**config.mk**
```make
export PLATFORM = sky130hd
export DESIGN_NAME = frame_table_loader
export DESIGN_NICKNAME = d
export VERILOG_FILES = /design/src/rtl/ppu_pkg.sv /design/src/rtl/camera_axis.sv /design/src/rtl/frame_table_loader.sv
export SDC_FILE = /design/constraint.sdc
export NUM_CORES = 1
export LEC_CHECK = 0
export ABC_AREA = 1
export CAP_MARGIN = 30
export CORE_ASPECT_RATIO = 1.25
export CORE_MARGIN = 2
export CORE_UTILIZATION = 50
export CTS_CLUSTER_SIZE = 12
export DETAILED_ROUTE_END_ITERATION = 16
export HOLD_SLACK_MARGIN = 0.02
export PLACE_DENSITY_LB_ADDON = 0.2
export SYNTH_ARGS = -nofsm -noshare
export SYNTH_HDL_FRONTEND = slang
export SYNTH_HIERARCHICAL = 1
export SYNTH_SLANG_ARGS = --single-unit
```
**constraint.sdc**
```tcl
create_clock -name clock -period 25.4 [get_ports clock]
set_clock_uncertainty 0.05 [all_clocks]
set_input_delay 5.08 -clock clock [delete_from_list [all_inputs] [get_ports clock]]
set_output_delay 5.08 -clock clock [all_outputs]
set_load 0.005 [all_outputs]
```
**src/rtl/ppu_pkg.sv**
```systemverilog
// ppu_pkg: shared widths, field offsets and loader FSM states for the PPU feeder
package ppu_pkg;
    localparam int SPR_W      = 30;
    localparam int STAT_W     = 22;
    localparam int N_SPR      = 6;
    localparam int N_STAT     = 6;
    localparam int SPR_TBL_W  = SPR_W * N_SPR;
    localparam int STAT_TBL_W = STAT_W * N_STAT;
    localparam int SPR_X      = 0;
    localparam int SPR_Y      = 11;
    localparam int SPR_CHAR   = 22;
    localparam int SPR_ATTR   = 28;
    localparam int STAT_COL   = 0;
    localparam int STAT_ROW   = 7;
    localparam int STAT_CHAR  = 14;
    localparam int STAT_ATTR  = 20;
    typedef enum logic [1:0] {IDLE, ARMED, PUBLISH, STROBE} state_t;
endpackage

```
**src/rtl/camera_axis.sv**
```systemverilog
// camera_axis: one axis of the viewport follower, clamps the centred target and limits the step
//   cur_i    in  12  currently published offset
//   target_i in  12  player world coordinate
//   next_o   out 12  offset to publish next frame
module camera_axis #(
    parameter int HALF     = 640,
    parameter int MAX_OFF  = 768,
    parameter int MAX_STEP = 8
) (
    input  logic [11:0] cur_i,
    input  logic [11:0] target_i,
    output logic [11:0] next_o
);
    logic signed [12:0] raw, des, d;
    assign raw = $signed({1'b0, target_i}) - signed'(13'(HALF));
    assign des = raw < 0 ? 13'sd0 : (raw > signed'(13'(MAX_OFF)) ? signed'(13'(MAX_OFF)) : raw);
    assign d   = des - $signed({1'b0, cur_i});
    // within one step of the goal we land on it exactly, so the offset never overshoots the clamp
    assign next_o = d > signed'(13'(MAX_STEP))  ? cur_i + 12'(MAX_STEP) :
                    d < -signed'(13'(MAX_STEP)) ? cur_i - 12'(MAX_STEP) : des[11:0];
endmodule

```
**src/rtl/frame_table_loader.sv**
```systemverilog
// frame_table_loader: shadows sprite/static tables and publishes them with scroll once per vsync
//   clock, reset   clock and asynchronous active-high reset
//   vsync          vertical sync, active level VSYNC_POL
//   wr_*           table write handshake (kind 0 sprite, 1 static; index 0..5)
//   commit         request to publish at the next vsync
//   target_x/_y    player world position the viewport follows
//   sprites/statics/offset_x/offset_y  published state, changes only when publishing
//   update         one-cycle strobe after publishing; pending high while a commit waits
module frame_table_loader
    import ppu_pkg::*;
#(
    parameter int HALF_W    = 640,
    parameter int HALF_H    = 512,
    parameter int MAX_OFF_X = 768,
    parameter int MAX_OFF_Y = 1024,
    parameter int MAX_STEP  = 8,
    parameter bit VSYNC_POL = 1'b0
) (
    input  logic                  clock,
    input  logic                  reset,
    input  logic                  vsync,
    input  logic                  wr_valid,
    output logic                  wr_ready,
    input  logic                  wr_kind,
    input  logic [2:0]            wr_index,
    input  logic [SPR_W-1:0]      wr_data,
    input  logic                  commit,
    input  logic [11:0]           target_x,
    input  logic [11:0]           target_y,
    output logic [SPR_TBL_W-1:0]  sprites,
    output logic [STAT_TBL_W-1:0] statics,
    output logic [11:0]           offset_x,
    output logic [11:0]           offset_y,
    output logic                  update,
    output logic                  pending
);
    state_t                  state_q, state_d;
    logic                    vs_q, vs_q_d, vs_edge, wr_fire;
    logic [SPR_TBL_W-1:0]    spr_sh_q, sprites_q;
    logic [STAT_TBL_W-1:0]   stat_sh_q, statics_q;
    logic [11:0]             offx_q, offy_q, offx_d, offy_d;

    assign vs_edge  = vs_q & ~vs_q_d;
    assign wr_ready = state_q == IDLE;
    assign wr_fire  = wr_valid & wr_ready;
    assign update   = state_q == STROBE;
    assign pending  = state_q == ARMED || state_q == PUBLISH;
    assign sprites  = sprites_q;
    assign statics  = statics_q;
    assign offset_x = offx_q;
    assign offset_y = offy_q;

    camera_axis #(.HALF(HALF_W), .MAX_OFF(MAX_OFF_X), .MAX_STEP(MAX_STEP)) u_cam_x (
        .cur_i(offx_q), .target_i(target_x), .next_o(offx_d)
    );
    camera_axis #(.HALF(HALF_H), .MAX_OFF(MAX_OFF_Y), .MAX_STEP(MAX_STEP)) u_cam_y (
        .cur_i(offy_q), .target_i(target_y), .next_o(offy_d)
    );

    always_comb begin
        state_d = state_q;
        case (state_q)
            IDLE:    state_d = commit ? ARMED : IDLE;
            ARMED:   state_d = vs_edge ? PUBLISH : ARMED;
            PUBLISH: state_d = STROBE;
            default: state_d = IDLE;
        endcase
    end

    always_ff @(posedge clock or posedge reset) begin
        if (reset) begin
            state_q <= IDLE;
            vs_q    <= 1'b0;
            vs_q_d  <= 1'b0;
        end else begin
            state_q <= state_d;
            vs_q    <= vsync == VSYNC_POL;
            vs_q_d  <= vs_q;
        end
    end

    // out-of-range indices match no entry, so such writes complete and are dropped
    always_ff @(posedge clock or posedge reset) begin
        if (reset) begin
            spr_sh_q  <= '0;
            stat_sh_q <= '0;
        end else if (wr_fire) begin
            for (int i = 0; i < N_SPR; i++)
                if (!wr_kind && wr_index == 3'(i)) spr_sh_q[i*SPR_W +: SPR_W] <= wr_data;
            for (int i = 0; i < N_STAT; i++)
                if (wr_kind && wr_index == 3'(i)) stat_sh_q[i*STAT_W +: STAT_W] <= wr_data[STAT_W-1:0];
        end
    end

    always_ff @(posedge clock or posedge reset) begin
        if (reset) begin
            sprites_q <= '0;
            statics_q <= '0;
            offx_q    <= '0;
            offy_q    <= '0;
        end else if (state_q == PUBLISH) begin
            sprites_q <= spr_sh_q;
            statics_q <= stat_sh_q;
            offx_q    <= offx_d;
            offy_q    <= offy_d;
        end
    end
endmodule

```
# Word-level counts from Yosys, hierarchy flattened
# Cells that the tools add are included.
[totals] reg_bits=652
[classes] add_sub_neg=8 n_lt_le_gt_ge=8 eq_ne=8 mux=11 bitwise=4 n_reduce_logical=28
[ops] operator="$mux W13" count=4
[ops] operator="$mux W12" count=4
[ops] operator="$gt A13 B5 Y1 const B" count=2
[ops] operator="$lt A13 B1 Y1 const B" count=2
[ops] operator="$lt A13 B4 Y1 const B" count=2
[ops] operator="$sub A12 B10 Y13 const B" count=2
[ops] operator="$sub A13 B13 Y13" count=2
[ops] operator="$add A12 B4 Y12 const B" count=2
[ops] operator="$reduce_and A2 Y1" count=12
[ops] operator="$sub A12 B4 Y12 const B" count=2
[ops] operator="$gt A13 B11 Y1 const B" count=1
[ops] operator="$gt A13 B12 Y1 const B" count=1
[ops] operator="$logic_and A1 B1 Y1" count=12
[ops] operator="$eq A3 B2 Y1 const B" count=2
[ops] operator="$eq A3 B3 Y1 const B" count=2
[ops] operator="$pmux W2 S3" count=1
[ops] operator="$eq A2 B2 Y1 const B" count=2
[ops] operator="$eq A3 B1 Y1 const B" count=1
[ops] operator="$logic_not A3 Y1" count=1
[ops] operator="$and A1 B1 Y1" count=2
[ops] operator="$eq A2 B1 Y1 const B" count=1
[ops] operator="$logic_not A2 Y1" count=1
[ops] operator="$mux W2" count=1
[ops] operator="$not A1 Y1" count=2
[ops] operator="3 further kinds" count=3

# Depth between registers and ports, before layout
# Gate-level depths: netlist of the first run.
[logic_depth] ltp_word=8 depth_mapped=26 mapped_depth_nobuf=26

# Cells and area by module
# Netlist of the first run, hierarchy kept.
[by_module_without_submodules] module="frame_table_loader" n_inst=1 cells_per_inst=2121 area_each_um2=24736.2 seq_area_each_um2=16315.6
[by_module_without_submodules] module="camera_axis (u_cam_x)" n_inst=1 cells_per_inst=300 area_each_um2=1649.1 seq_area_each_um2=0.0
[by_module_without_submodules] module="camera_axis (u_cam_y)" n_inst=1 cells_per_inst=306 area_each_um2=1561.5 seq_area_each_um2=0.0

# Worst setup path after synthesis of the first run
# OpenSTA, ideal clock, no wires.
[synth_path] path_kind="input-to-reg" start="input target_x[7]" end="register offx_q[7], in the netlist offset_x[7]" setup_time_ns=0.125 arrival_ns=7.979 required_ns=25.225 path_slack_ns=17.247 path_stages=24 cell_sequence="inv_1 > ha_1 > xor2_1 > nor2_1 > a21oi_1 > nand2_1 > nor2_1 > inv_1 > ha_1 > fa_1 > inv_1 > nand3_1 > nand2_1 > nand2_1 > nand2_1 > nand4_1 > and3_1 > buf_6 > inv_2 > nand2_2 > buf_8 > nand3_2 > nand2_1 > mux2_2"
[synth_via] elab_chain_len=8 elab_cells_between_ends=10 cone_classes="2 x add/sub; 4 x order compare; 4 x mux"
[synth_rtl] element="start, declared" line="frame_table_loader.sv:28" text="input logic [11:0] target_x,"
[synth_rtl] element="$sub A12 B10 Y13 (*)" line="camera_axis.sv:15" text="assign raw = $signed({1'b0, target_i}) - signed'(13'(HALF));"
[synth_rtl] element="$gt A13 B11 Y1" line="camera_axis.sv:16" text="assign des = raw < 0 ? 13'sd0 : (raw > signed'(13'(MAX_OFF)) ? signed'(13'(MAX_OFF)) : raw);"
[synth_rtl] element="$mux W13" line="camera_axis.sv:16"
[synth_rtl] element="$mux W13 (*)" line="camera_axis.sv:16"
[synth_rtl] element="$sub A13 B13 Y13" line="camera_axis.sv:17" text="assign d = des - $signed({1'b0, cur_i});"
[synth_rtl] element="$lt A13 B4 Y1" line="camera_axis.sv:20" text="d < -signed'(13'(MAX_STEP)) ? cur_i - 12'(MAX_STEP) : des[11:0];"
[synth_rtl] element="$mux W12" line="camera_axis.sv:20"
[synth_rtl] element="$mux W12 (*)" line="camera_axis.sv:19" text="assign next_o = d > signed'(13'(MAX_STEP)) ? cur_i + 12'(MAX_STEP) :"
[synth_rtl] element="named net offx_d[7]" line="frame_table_loader.sv:41" text="logic [11:0] offx_q, offy_q, offx_d, offy_d;"
[synth_rtl] element="end signal, assigned" line="frame_table_loader.sv:99" text="offx_q <= '0;"
[synth_rtl] element="end signal, assigned" line="frame_table_loader.sv:104" text="offx_q <= offx_d;"
[synth_rtl] element="end, declared" line="frame_table_loader.sv:41"
# The timed path passes the listed nets; every way through them passes the cells marked *.
# A chain may end at the register's enable or synchronous reset.

# Worst setup path after layout of the first run
[layout_path] start="input target_x[7]" end="register offx_q[1], in the netlist offset_x[1]"
# The elaborated chain is that of the path after synthesis.

==> metrics, run 1 <==
status finished clean; Layout fillers 4370; pin slew with the least headroom to its limit 1.170 ns; Worst IR Drop VDD ~120 uV; vias in the first global route 20986; Vias/cell 5.337; CTS tree done; Post-synth top flop dfrtp_1; Syn Std Cell Area approximately 28000 um2; final count of pins violating max slew 0; IO Count 402; RSZ-0062 raised after global routing no; Final min period about 8.6 ns; worst hold slack about 0.36 ns; Routed Antenna Nets 0; period utilization between 30% and 40%; Critical Path Source Type primary input; Slew headroom 22.02%; hold buffers post-CTS 0; area leader, netlist dfrtp_1; final hold vios 0; Worst R2R Path Depth 14; final count of negative-setup-slack endpoints 0; ys async rst share 100.0%; critical path required time ~26 ns; Distinct cells, synth 39; critical path's top delay family simple AND/OR/NAND/NOR gates; Pwr Density 115.9 nW/um2; MaxCap Viol Count 0; RR Endpoint offset_x[1]; placed cell count 3764; wl on met1 roughly 33000 um; Max Clk Rate around 0.12 GHz; placer congestion estimate around 0.91; Starting Density between 50% and 60%; fin nets 3203; Port Buffer Count around 400; num rows between 90 and 100; H-tree depth 3; CP Buf/Inv Count 4; main area contributors after synthesis dfrtp_1 58%, mux2_2 14%, nand2_1 13%, nand3_1 4.3%, inv_1 1.7%; detailed-route via count 20628; latest clock arrival within the worst-skew pair slightly above 0.6 ns; WHS Path Cells 0; core area roughly 55000 um2; Critical Path Fanout Max 13; Post-synth EDFFs 0; Die H 268.3 um; pin count of the biggest net entering global routing approximately 190; Crit. End Element register; initial antenna violation count 2; drt total wl 81590 um; crit path max-delay cell type clkdlybuf4s50_1; Hold Crit Start vs_q; root buf cell clkbuf_16; cell count after synthesis about 2700; met3 WL approximately 6200 um; total die area around 58000 um2; Hold Crit Endpoint vs_q_d; reg-to-reg slack, setup about 22 ns; Ys Warns 6; clock sink total 652; Crit path largest cell delay 0.45 ns; Hold WC Path Type register to register; DRT iter0 DRCs about 1700; Layout Cells excl Fill 3865; P&R area growth vs syn 25.47%; hpwl dp about 56000 um; Pleak roughly 18 nW; ratio of cells with drive above 1 in the final layout 17.42%; setup_tns 0 ns; crit path DAT approximately 9.1 ns; kind of critical path primary input to register; Yosys top cell area share between 50% and 60%; Final Power between 4 and 5 mW; total CTS buffers 67; first-pass GRT wire length 125100 um; DRC 0; drt first pass iters 5; FF-to-FF Start offset_x[5]; clock buffer depth 3; wire per inst roughly 21 um; Most common cell on crit path nand2_1; # Post-CTS Setup Buffers 0; Seq/Total Area, Yosys roughly three fifths; met2 WL post-DR ~40000 um; gr ovfl total 0; fin util between 60% and 70%; Worst-path clk slew ~0.060 ns; Resize count post-CTS 0; Avg Cell Area, Syn 10.25 um2; DIE WIDTH approximately 220 um; number of synthesized register bits around 650; gr usage total 28.42%; DR top layer met5
[registers in the layout (all words and copies together) (netlist names)]
| name | flops |
|---|---|
| offset_x | 12 |
| offset_y | 12 |
| spr_sh_q | 180 |
| sprites | 180 |
| stat_sh_q | 132 |
| state_q | 2 |
| statics | 132 |
| vs_q | 1 |
| vs_q_d | 1 |
[cell usage after synthesis, types with 3 or more instances]
library cell	instances
a21oi_1	15
clkbuf_1	61
nand2_2	22
nand2_1	976
nor3_1	8
mux2_2	336
nor2_1	53
inv_2	12
nand4_1	12
buf_2	79
ha_1	35
nand3_2	13
o21ai_0	3
nand3b_1	15
inv_1	125
nand2_4	4
nor2_2	8
nor4_1	7
xor2_1	26
dfrtp_1	652
nand3_1	241
[cells by family (layout without fill, tap and decap cells)]
group / count (synthesis) / in the layout / share of synthesized area [%]
buffers and inverters: 282 / 683 / 4.320
multiplexers: 336 / 336 / 13.54
flip-flops: 652 / 652 / 58.38
AND/OR/NAND/NOR: 1365 / 1365 / 20.60
XOR/XNOR: 29 / 29 / 0.9357
adder cells (fa/ha/maj): 37 / 37 / 1.710
AO/OA/AOI/OAI: 24 / 24 / 0.4880
other: 2 / 4 / 0.02687
[metrics by stage]
step	area, um2	setup slack (ns)
after detailed placement	33000	16.22
after global placement	32430	16.32
after floorplan	27950	2.001
after global routing	35060	16.42
final	35060	16.77
after CTS	34940	16.83
[worst reg2reg max path: cells and delay by family (launching register included)]
kind	cells	cell delay (ns)
compound gates	1	0.28
fa+ha+maj	1	0.41
buf+inv	2	0.19
flops	1	0.51
mux	1	0.27
simple gates	9	1.36
[worst max-delay path by stage]
stage           startpoint           to  slack, ns  cells past startpoint
2_1_floorplan        reset  offset_x[0]       2.00                      1
3_5_place_dp   target_x[7]  offset_x[1]      16.22                     26
6_report       target_x[7]  offset_x[1]      16.77                     26
4_1_cts        target_x[7]  offset_x[1]      16.83                     26
5_1_grt        target_x[7]  offset_x[1]      16.42                     26
3_3_place_gp   target_x[7]  offset_x[2]      16.32                     26
[power by group]
| part | switching [mW] | leakage [nW] | internal [mW] | total [mW] |
|---|---|---|---|---|
| Clock | 0.403 | 0.945 | 0.512 | 0.915 |
| Sequential | 0.271 | 8.56 | 1.46 | 1.73 |
| Combinational | 0.676 | 8.16 | 0.743 | 1.42 |
[layout make-up]
class | count | area [um2] | area share, %
antenna | 1 | 2.502 | 0.007137
clock buffer | 85 | 1815 | 5.178
clock inverter | 10 | 118.9 | 0.3390
inverter | 137 | 521.8 | 1.488
multi-input combinational | 1794 | 10470 | 29.85
sequential | 652 | 16320 | 46.53
tap | 735 | 919.6 | 2.623
timing repair buffer | 451 | 4902 | 13.98
[per-layer routing]
| metal | GRT usage (%) | vias up |
|---|---|---|
| met1 | 35.93 | 10338 |
| met3 | 7.674 | 160 |
| met2 | 46.04 | 616 |
| met5 | 0 | - |
| met4 | 12.86 | 2 |
| li1 | - | 9512 |
[layout by cell type (no fill, tap or decap), drive strengths merged, types with 7 or more instances in the layout]
master         instances
buf                   50
dfrtp                652
nand4                 12
nor3                   8
nand3b                15
clkbuf                85
nand2               1002
nor2                  62
clkdlybuf4s50        401
a21oi                 16
nand3                255
nor4                   7
inv                  142
ha                    35
mux2                 336
xor2                  26
(Power assumes the default switching activity.)
==> run 2: changes to the inputs <==
Clock period 25.4 ns to 8.5 ns, I/O delays scaled along.
==> metrics, run 2 (synthesis results as in run 1) <==
Gate power share ~35%; setup_tns 0 ns; hold buffers post-CTS 0; Die H approximately 270 um; Most common cell on crit path nand2_1; Worst-path clk slew approximately 0.060 ns; final count of negative-setup-slack endpoints 0; ratio of cells with drive above 1 in the final layout approximately 18%; Port Buffer Count approximately 400; fin nets between 3000 and 4000; Pwr Density 349.6 nW/um2; Reg power frac 42.2%; H-tree depth 3; crit path DAT around 5.7 ns; placer congestion estimate around 0.94; clock buffer depth 3; crit path max-delay cell type clkdlybuf4s50_1; num rows 96; vias in the first global route ~21000; reg-to-reg slack, setup 5.35 ns; Switch Pwr slightly above 4 mW; drt first pass iters 5; most frequent cells in the layout 976 x nand2_1, 652 x dfrtp_1, 401 x clkdlybuf4s50_1; detailed-route via count roughly 21000; Switching Share 32.91%; worst hold slack ~0.33 ns; CP Buf/Inv Count 4; RSZ-0062 raised after global routing no; DIE WIDTH 215.5 um; Pleak ~18 nW; total CTS buffers 68; drt total wl between 80000 and 90000 um; Max Clk Rate 0.1883 GHz; internal power slightly above 8 mW; Worst IR Drop VDD between 200 and 250 uV; Hold WC Path Type register to register; gr usage total 27.95%; critical path's top delay family simple AND/OR/NAND/NOR gates; Crit. End Element register; CTS tree done; most common cell after layout, fill and taps aside nand2_1; final count of pins violating max slew 0; clock sink total about 650; clock share of power approximately 23%; wire per inst roughly 21 um; status finished clean; IO Count approximately 400; # Post-CTS Setup Buffers 0; root buf cell clkbuf_16; P&R area growth vs syn 25.33%; core area 55130 um2; period utilization ~62%; initial antenna violation count 1; Slew headroom between 30% and 40%; Crit path largest cell delay 0.46 ns; pin slew with the least headroom to its limit between 1 and 1.5 ns; Critical Path Source Type primary input; Vias/cell approximately 5.3; latest clock arrival within the worst-skew pair between 0.6 and 0.7 ns; Routed Antenna Nets 0; DRC 0; pin count of the biggest net entering global routing roughly 180; final hold vios 0; Starting Density between 50 and 60%; kind of critical path primary input to register; total die area 57810 um2; critical path required time around 8.9 ns; first-pass GRT wire length roughly 120000 um; hpwl dp roughly 55000 um; gr ovfl total 0; Final min period 5.311 ns; Resize count post-CTS 0; MaxCap Viol Count 0; DRT iter0 DRCs roughly 1600; Critical Path Fanout Max 13
-- run 2: cell types whose count changed in the layout (fill, tap and decap cells not counted), sizes merged --
| cell | change |
|---|---|
| clkbuf | +6 |
| clkinvlp | +1 |
| inv | -2 |
| clkinv | +2 |
| bufinv | +2 |
-- run 2: area by class of cell --
class / instances / area [um2]
Timing Repair Buffer: 451 / 4737
Sequential cell: 652 / 16320
Multi-Input combinational cell: 1794 / 10470
Fill cell: 4428 / 20110
Antenna cell: 1 / 2.502
Inverter: 137 / 518.0
Clock buffer: 91 / 1892
Tap cell: 735 / 919.6
Clock inverter: 13 / 168.9
-- run 2: through the flow --
stage	cell area, um2	power [mW]	instances	utilization, %	worst slack (ns)
floorplan	27950	7.512	2728	-	-2.161
detailed placement	32870	9.420	3764	59.62	2.659
finish	35030	12.25	3874	63.53	3.189
global placement	32480	9.218	3745	58.92	2.734
global route	35030	13.00	3874	63.53	2.870
CTS	34930	12.31	3868	63.36	3.275
-- run 2: worst paths after layout --
path | from | endpoint | cells past startpoint
min in group asynchronous | reset | statics[106] | 3
max | target_x[7] | offset_x[1] | 26
max reg2reg | offset_x[5] | offset_x[1] | 14
min reg2reg | vs_q | vs_q_d | 0
min | vs_q | vs_q_d | 0
max in group asynchronous | reset | sprites[153] | 4
-- run 2: worst register-to-register path: stages, from the launching register on --
cell	delay (ns)
dfrtp_1	0.49
inv_1	0.11
ha_1	0.41
a21oi_2	0.28
nor2_1	0.09
nor2_2	0.10
nand2_1	0.07
nand4_1	0.06
and3_1	0.41
inv_2	0.06
nand2_2	0.30
nand2_1	0.19
nand2_1	0.11
nand2_1	0.05
mux2_2	0.25
-- run 2: power by group through the flow --
| stage | registers [mW] | clock network [mW] | logic, mW |
|---|---|---|---|
| 5_1_grt | 5.30 | 3.02 | 4.68 |
| 2_1_floorplan | 4.98 | 0 | 2.53 |
| 3_3_place_gp | 5.12 | 0 | 4.09 |
| 3_5_place_dp | 5.19 | 0 | 4.23 |
| 4_1_cts | 5.16 | 2.89 | 4.26 |
| 6_report | 5.17 | 2.84 | 4.24 |
-- run 2: routing by layer --
| metal | track usage (%) | share of wire [%] | vias up |
|---|---|---|---|
| met4 | 9.469 | 3.0 | 0 |
| met5 | 0 | 0 | - |
| met2 | 47.59 | 50 | 659 |
| met3 | 6.927 | 6.8 | 125 |
| met1 | 35.03 | 40 | 10358 |
| li1 | - | - | 9490 |
==> run 3: changes to the inputs <==
Settings changed: CORE_UTILIZATION 50 to 49.
Clock period 8.5 ns to 4.76 ns, I/O delays scaled along.
==> metrics, run 3 (synthesis results as in run 1) <==
Post-Layout Inst Area about 36000 um2; Pwr Density just over 600 nW/um2; critical path required time between 5 and 6 ns; final count of negative-setup-slack endpoints 0; clock sink total between 600 and 700; DRC 0; pin count of the biggest net entering global routing 96; Port Buffer Count around 400; # Post-CTS Setup Buffers 0; drt first pass iters 5; Vias/cell 5.313; Worst IR Drop VDD around 430 uV; Critical Path Source Type primary input; first-pass GRT wire length 126800 um; Crit path largest cell delay 0.47 ns; Most common cell on crit path nand2_1; root buf cell clkbuf_16; placed cell areas 33390 um2; MaxCap Viol Count 0; RSZ-0062 raised after global routing no; final hold vios 0; P&R area growth vs syn 27.12%; GRT met2 Usage 46.92%; DRT iter0 DRCs 1668; Slew headroom between 30% and 40%; most common cell after layout, fill and taps aside nand2_1; latest clock arrival within the worst-skew pair approximately 0.60 ns; Worst-path clk slew about 0.060 ns; Starting Density 49.73%; status finished clean; setup_tns 0 ns; clock share of power a little under a quarter; vias in the first global route about 21000; Reg power frac 42.1%; fin nets approximately 3200; total die area 58970 um2; final count of pins violating max slew 0; core area 56190 um2; crit path max-delay cell type clkdlybuf4s50_1; crit path DAT about 4.8 ns; Routed Antenna Nets 0; num rows slightly below 100; drt total wl roughly 82000 um; placed cell count roughly 3800; period utilization 92.03%; Crit. End Element register; IO Count between 400 and 500; hold buffers post-CTS 0; gr usage total 28.22%; kind of critical path primary input to register; Hold WC Path Type register to register; initial antenna violation count 3; detailed-route via count about 21000; Switching Share between 30% and 40%; Critical Path Fanout Max 9; Switch Pwr 7.231 mW; ratio of cells with drive above 1 in the final layout 18.60%; hpwl dp around 57000 um; most frequent cells in the layout 976 x nand2_1, 652 x dfrtp_1, 401 x clkdlybuf4s50_1; Gate power share about a third; Most Used Layer, Global Route met2; H-tree depth 3; Max Clk Rate 0.2283 GHz; pin slew with the least headroom to its limit between 1 and 1.5 ns; M1 GR Usage 35.13%; DIE WIDTH 217.6 um; CTS tree done; Resize count post-CTS 0; gr ovfl total 0; met3 Resource Use GR under 10%; total CTS buffers approximately 70; Die H about 270 um; Pleak ~18 nW; wire per inst 20.97 um; clock buffer depth 3; Final min period between 4 and 5 ns; Layout Cells excl Fill 3922; placer congestion estimate approximately 0.96; internal power 14.80 mW
run 3: per-layer routing:
layer  share of wire (%)  vias to the layer above
met4                 4.1                        0
li1                    -                     9608
met1                  39                    10371
met5                   0                        -
met3                 7.7                      143
met2                  49                      715
run 3: power groups by stage:
stage	Clock [mW]	Combinational (mW)	Sequential, mW
6_report	5.09	7.68	9.27
5_1_grt	5.43	8.48	9.51
4_1_cts	5.17	7.73	9.26
3_5_place_dp	0	7.69	9.32
3_3_place_gp	0	7.44	9.23
2_1_floorplan	0	4.52	8.89
run 3: critical path, delay by kind of cell:
family	cells	cell delay, ns
simple gates	16	1.69
fa+ha+maj	3	0.83
compound gates	1	0.15
xor+xnor	1	0.20
buf+inv	4	0.71
mux	1	0.25
run 3: layout make-up:
cell class,count,area (um2)
fillers,4497,20670
flip-flops and latches,652,16320
multi-input cells,1794,10470
repair buffers,490,5200
clock buffers,93,1949
well taps,742,928.4
inverters,137,518.0
clock inverters,11,137.6
diodes,3,7.507
run 3: final timing paths:
check,start,endpoint,slack (ns),depth (start not counted)
worst max register to register,offset_x[0],offset_x[2],1.81,17
worst max-delay path,target_x[8],offset_x[2],0.38,26
worst min-delay path,vs_q,vs_q_d,0.33,0
max in group asynchronous,reset,stat_sh_q[10],2.95,4
worst min register to register,vs_q,vs_q_d,0.33,0
min in group asynchronous,reset,statics[100],0.57,2
run 3: through the flow:
stage	hold slack [ns]	setup WS (ns)	power (mW)	utilization, %
2_1_floorplan	0.3040	-5.153	13.41	-
3_3_place_gp	0.3161	0.05859	16.67	58.46
3_5_place_dp	0.3228	-0.09312	17.01	59.42
4_1_cts	0.3361	0.5207	22.16	63.13
5_1_grt	0.3503	0.09868	23.42	63.21
6_report	0.3308	0.3794	22.03	63.22
